===== src/rtl/rob_retire_pkg.sv =====
// Shared ROB/rename types and sizing.
// Imported by the ROB retire stage and its free-mask helper.
package rob_retire_pkg;
   localparam int DEPTH    = 16;
   localparam int IDX_W    = 4;
   localparam int PREG_W   = 6;
   localparam int NUM_PREG = 64;

   typedef struct packed {
      logic              valid;
      logic              done;
      logic              has_dest;
      logic [PREG_W-1:0] dr_p;
      logic [PREG_W-1:0] old_dr;
   } rob_entry_t;
endpackage


===== src/rtl/rob_free_mask_gen.sv =====
// Turns up to two retiring entries into a preg free mask.
// p0 is never freed.
module rob_free_mask_gen
   import rob_retire_pkg::*;
(
   input  logic [1:0]          retire,
   input  logic [1:0]          has_dest,
   input  logic [2*PREG_W-1:0] old_dr,
   output logic [NUM_PREG-1:0] mask
);
   always_comb begin
      mask = '0;
      for (int k = 0; k < 2; k++) begin
         if (retire[k] && has_dest[k]) begin
            mask[old_dr[k*PREG_W +: PREG_W]] = 1'b1;
         end
      end
      mask[0] = 1'b0;
   end
endmodule


===== src/rtl/rob_retire.sv =====
// In-order ROB: dispatch at tail, out-of-order completion,
// dual in-order retire at head returning old mappings.
module rob_retire
   import rob_retire_pkg::*;
(
   input  logic                clk,
   input  logic                rstn,
   input  logic                dispatch_valid,
   input  logic                dispatch_has_dest,
   input  logic [PREG_W-1:0]   dispatch_dr_p,
   input  logic [PREG_W-1:0]   dispatch_old_dr,
   output logic                dispatch_ready,
   output logic [IDX_W-1:0]    alloc_idx,
   input  logic [1:0]          complete_valid,
   input  logic [2*IDX_W-1:0]  complete_idx,
   output logic [NUM_PREG-1:0] retire_from_ROB,
   output logic [1:0]          retire_count,
   output logic [IDX_W:0]      rob_count,
   output logic                rob_empty,
   output logic                rob_full
);
   rob_entry_t rob_q [DEPTH];

   logic [IDX_W-1:0]    head_q;
   logic [IDX_W-1:0]    tail_q;
   logic [IDX_W:0]      count_q;
   logic [IDX_W-1:0]    head1;
   logic                r0;
   logic                r1;
   logic                accept;
   logic [1:0]          ret_n;
   logic [NUM_PREG-1:0] free_mask;

   assign head1 = head_q + 1'b1;

   // Retire looks only at registered done bits.
   assign r0 = rob_q[head_q].valid && rob_q[head_q].done;
   assign r1 = r0 && rob_q[head1].valid && rob_q[head1].done;
   assign ret_n = {1'b0, r0} + {1'b0, r1};

   assign rob_full       = count_q == (IDX_W+1)'(DEPTH);
   assign rob_empty      = count_q == '0;
   assign dispatch_ready = !rob_full;
   assign accept         = dispatch_valid && dispatch_ready;
   assign alloc_idx      = tail_q;
   assign rob_count      = count_q;

   rob_free_mask_gen u_mask (
      .retire   ({r1, r0}),
      .has_dest ({rob_q[head1].has_dest,
                  rob_q[head_q].has_dest}),
      .old_dr   ({rob_q[head1].old_dr,
                  rob_q[head_q].old_dr}),
      .mask     (free_mask)
   );

   always_ff @(posedge clk) begin
      if (!rstn) begin
         for (int i = 0; i < DEPTH; i++) begin
            rob_q[i] <= '0;
         end
         head_q          <= '0;
         tail_q          <= '0;
         count_q         <= '0;
         retire_from_ROB <= '0;
         retire_count    <= '0;
      end else begin
         for (int p = 0; p < 2; p++) begin
            if (complete_valid[p] &&
                rob_q[complete_idx[p*IDX_W +: IDX_W]].valid) begin
               rob_q[complete_idx[p*IDX_W +: IDX_W]].done <= 1'b1;
            end
         end
         if (r0) begin
            rob_q[head_q].valid <= 1'b0;
            rob_q[head_q].done  <= 1'b0;
         end
         if (r1) begin
            rob_q[head1].valid <= 1'b0;
            rob_q[head1].done  <= 1'b0;
         end
         // The tail slot is never valid while dispatch is open.
         if (accept) begin
            rob_q[tail_q] <= '{valid:    1'b1,
                               done:     1'b0,
                               has_dest: dispatch_has_dest,
                               dr_p:     dispatch_dr_p,
                               old_dr:   dispatch_old_dr};
         end
         head_q  <= head_q + IDX_W'(ret_n);
         tail_q  <= tail_q + IDX_W'(accept);
         count_q <= count_q + (IDX_W+1)'(accept)
                    - (IDX_W+1)'(ret_n);
         retire_from_ROB <= free_mask;
         retire_count    <= ret_n;
      end
   end
endmodule


===== config.mk =====
export PLATFORM = sky130hd
export DESIGN_NAME = rob_retire
export DESIGN_NICKNAME = d
export VERILOG_FILES = /design/src/rtl/rob_retire_pkg.sv /design/src/rtl/rob_free_mask_gen.sv /design/src/rtl/rob_retire.sv
export SDC_FILE = /design/constraint.sdc
export NUM_CORES = 1
export LEC_CHECK = 0
export CAP_MARGIN = 20
export CORE_AREA = 2 2 141 143
export DETAILED_ROUTE_END_ITERATION = 7
export DIE_AREA = 0 0 143 145
export DONT_BUFFER_PORTS = 1
export PLACE_DENSITY = 0.75
export SLEW_MARGIN = 20
export SYNTH_ARGS = -nofsm -noshare
export SYNTH_HDL_FRONTEND = slang
export SYNTH_SLANG_ARGS = --single-unit

===== constraint.sdc =====
create_clock -name clk -period 11.8 [get_ports clk]
set_clock_uncertainty 0.1 [all_clocks]
set_input_delay 1.77 -clock clk [delete_from_list [all_inputs] [get_ports clk]]
set_output_delay 1.77 -clock clk [all_outputs]
set_load 0.01 [all_outputs]

==> results.json <==
{
  "yosysMostFrequentCell": "and2_1",
  "fmax_mhz": 173,
  "grt_antenna_before_repair": 1,
  "hold_path_class": "reg -> reg",
  "cts_setup_buffers": 0,
  "core_area_sq_um": 19200,
  "crit_required_ps": 12110,
  "drive_gt1_frac": 0.156,
  "placed_area_sq_um": 11500,
  "synth-edff-count": 112,
  "vias_per_cell": 6.85,
  "power-per-cell-area_nw_per_um2": 145,
  "synth_cells": 943,
  "wl_mm": 30.1,
  "rsz0062_at_grt": "no",
  "clockBufferDepth": 3,
  "cpLargestDelayFamily": "adder cells",
  "setup_tns_ps": 0,
  "die_w_um": 143,
  "maxSlewViolCount": 0,
  "design.die.area_sq_um": 20700,
  "diodes": 0,
  "start_util": 0.593,
  "timing.final.ws_setup_ps": 6010,
  "ys_warn_count": 0,
  "ys_types": 67,
  "ctsResizeCount": 0,
  "nFillCells": 1438,
  "final_hold_viol_count": 0,
  "start_kind": "register",
  "maxCapViolCount": 0,
  "synth-seq-cells": 222,
  "cts_tree": "built",
  "status": "completed",
  "grt-ovfl-total": 0,
  "cp_slowest_stage_delay_ps": 490,
  "boundaryPins": 104,
  "yosysTopAreaCellShare": 0.295,
  "cts_inserted_buffers": 24,
  "synth_common_cells": "and2_1 (123), edfxtp_1 (112), dfxtp_1 (110)",
  "max_slew.worst_pin.slew_ps": 1160,
  "synthArstFlopShare": 0,
  "period_minus_slack_ps": 5790,
  "leakage_nw": 4.31,
  "grt_pass1_vias": 7983,
  "grt_usage": 0.293,
  "drt_pre_antenna_iters": 5,
  "critPathMaxFanout": 36,
  "yosys_most_used_dff": "edfxtp_1",
  "cpMaxStageDelayCell": "buf_4",
  "cts_sinks": 222,
  "cp_common_cell": "ha_1",
  "grt_max_degree": 86,
  "arrival_ps": 6090,
  "crit_type": "reg -> reg",
  "end_kind": "register",
  "cts_max_level": 1,
  "setup_violations": 0,
  "avgSynthCellArea_sq_um": 12.1,
  "clk_latency_ps": 520,
  "cts_root_buffer": "clkbuf_16",
  "die_h_um": 145,
  "yosysSeqAreaShare": 0.488,
  "fin_hold_ws_ps": 428,
  "cts_hold_buf": 0,
  "fin_crit_sh": 0.490,
  "p_total_mw": 1.79,
  "dp_hpwl_mm": 21.0,
  "drtIter0Drc": 912,
  "postLayoutCoreUtil": 0.642,
  "place_congestion": 0.914,
  "drc_errors": 0,
  "peakVddDrop_mv": 0.155,
  "vias": 8260,
  "synth_area_leaders": "edfxtp_1 (30%), dfxtp_1 (19%), mux4_2 (14%), and2_1 (6.8%), o32ai_1 (4.7%)",
  "synth_nets": 988,
  "area_delta_synth_final_pct": 8.25,
  "fp-row-count": 51,
  "instances_no_fill": 1206,
  "numPortBuffers": 0,
  "place_ws_ps": 6110,
  "path_clk_slew_ps": 60,
  "synth_top_cell_by_area": "edfxtp_1",
  "ant_nets": 0,
  "dpl.cell_count": 1162,
  "crit_chain": "buf_4 -> inv_1 -> ha_2 -> buf_4 -> mux4_2 -> mux2i_1 -> o221a_2 -> and2_1 -> ha_1 -> ha_1 -> inv_1 -> ha_1 -> fa_1 -> a21oi_1 -> nor2_1 -> or3_1 -> and3_1",
  "grt_pass1_wl_mm": 46.5,
  "final_nets": 969,
  "fin_area_sq_um": 12300,
  "path_buf_inv": 4,
  "slew_headroom": 0.225,
  "synthesis.area_sq_um": 11400,
  "wl_per_cell_um": 25.0
}
[where the power goes]
part	leakage, nW	switching (mW)	internal [mW]
Sequential	2.05	0.0272	0.839
Combinational	1.87	0.0968	0.0672
Clock	0.396	0.303	0.457
[final cells by class]
type | count | area, sq um | share of cell area
repair buffers | 14 | 109 | 0.00882
multi-input cells | 645 | 5460 | 0.443
clock buffers | 32 | 694 | 0.0563
well taps | 265 | 332 | 0.0269
inverters | 17 | 63.8 | 0.00517
clock inverters | 11 | 109 | 0.00882
flip-flops and latches | 222 | 5570 | 0.451
[routing by layer]
| layer | part of all wire | up-vias | GRT usage |
|---|---|---|---|
| met5 | 0.00043 | - | 0 |
| li1 | - | 3620 | - |
| met3 | 0.11 | 68 | 0.0700 |
| met4 | 0.025 | 2 | 0.0772 |
| met1 | 0.38 | 4040 | 0.406 |
| met2 | 0.48 | 530 | 0.465 |
[sequential cells by signal, summed over array words and instances, names as in the netlist]
register         count
retire_count         2
rob_count            5
head_q               4
rob_q              144
retire_from_ROB     63
alloc_idx            4
[path summary, 6_finish.rpt]
| path | depth (start not counted) | to | slack [ps] | start |
|---|---|---|---|---|
| setup / recovery | 17 | rob_count[4] | 6010 | head_q[1] |
| hold / removal | 2 | rob_q[15][14] | 430 | rob_q[15][14] |
| setup reg to reg | 17 | rob_count[4] | 6010 | head_q[1] |
| hold reg to reg | 2 | rob_q[15][14] | 430 | rob_q[15][14] |
[cells by family (layout without fill, tap and decap cells)]
family,count (synthesis),in the layout,share of synthesized area
and+or+nand+nor,360,360,0.173
buffers and inverters,76,74,0.0328
xor gates and xnor gates,10,10,0.00900
DFF,222,222,0.488
AOI/OAI and AO/OA,165,165,0.114
muxes,90,90,0.161
other,1,1,0.000329
adders and majority gates,19,19,0.0222
[worst register-to-register path, cell delays in order, from the launching register on]
cell	delay [ps]
dfxtp_2	310
buf_4	490
inv_1	360
ha_2	410
buf_4	490
mux4_2	410
mux2i_1	250
o221a_2	480
and2_1	380
ha_1	340
ha_1	290
inv_1	40
ha_1	190
fa_1	410
a21oi_1	140
nor2_1	70
or3_1	340
and3_1	180
[cells in the final DEF, fill, tap and decap left out, types with 15 or more instances in the layout]
cell	netlist	routed
edfxtp_1	112	112
nor2_1	40	40
nand3_1	25	25
ha_1	17	16
and2_1	123	123
o21ai_0	19	16
clkbuf_16	0	26
nand2_1	75	75
inv_1	15	15
mux4_2	73	73
dfxtp_1	110	108
a21oi_1	16	16
and3_1	27	27
o32ai_1	61	61
(Power assumes the default switching activity.)
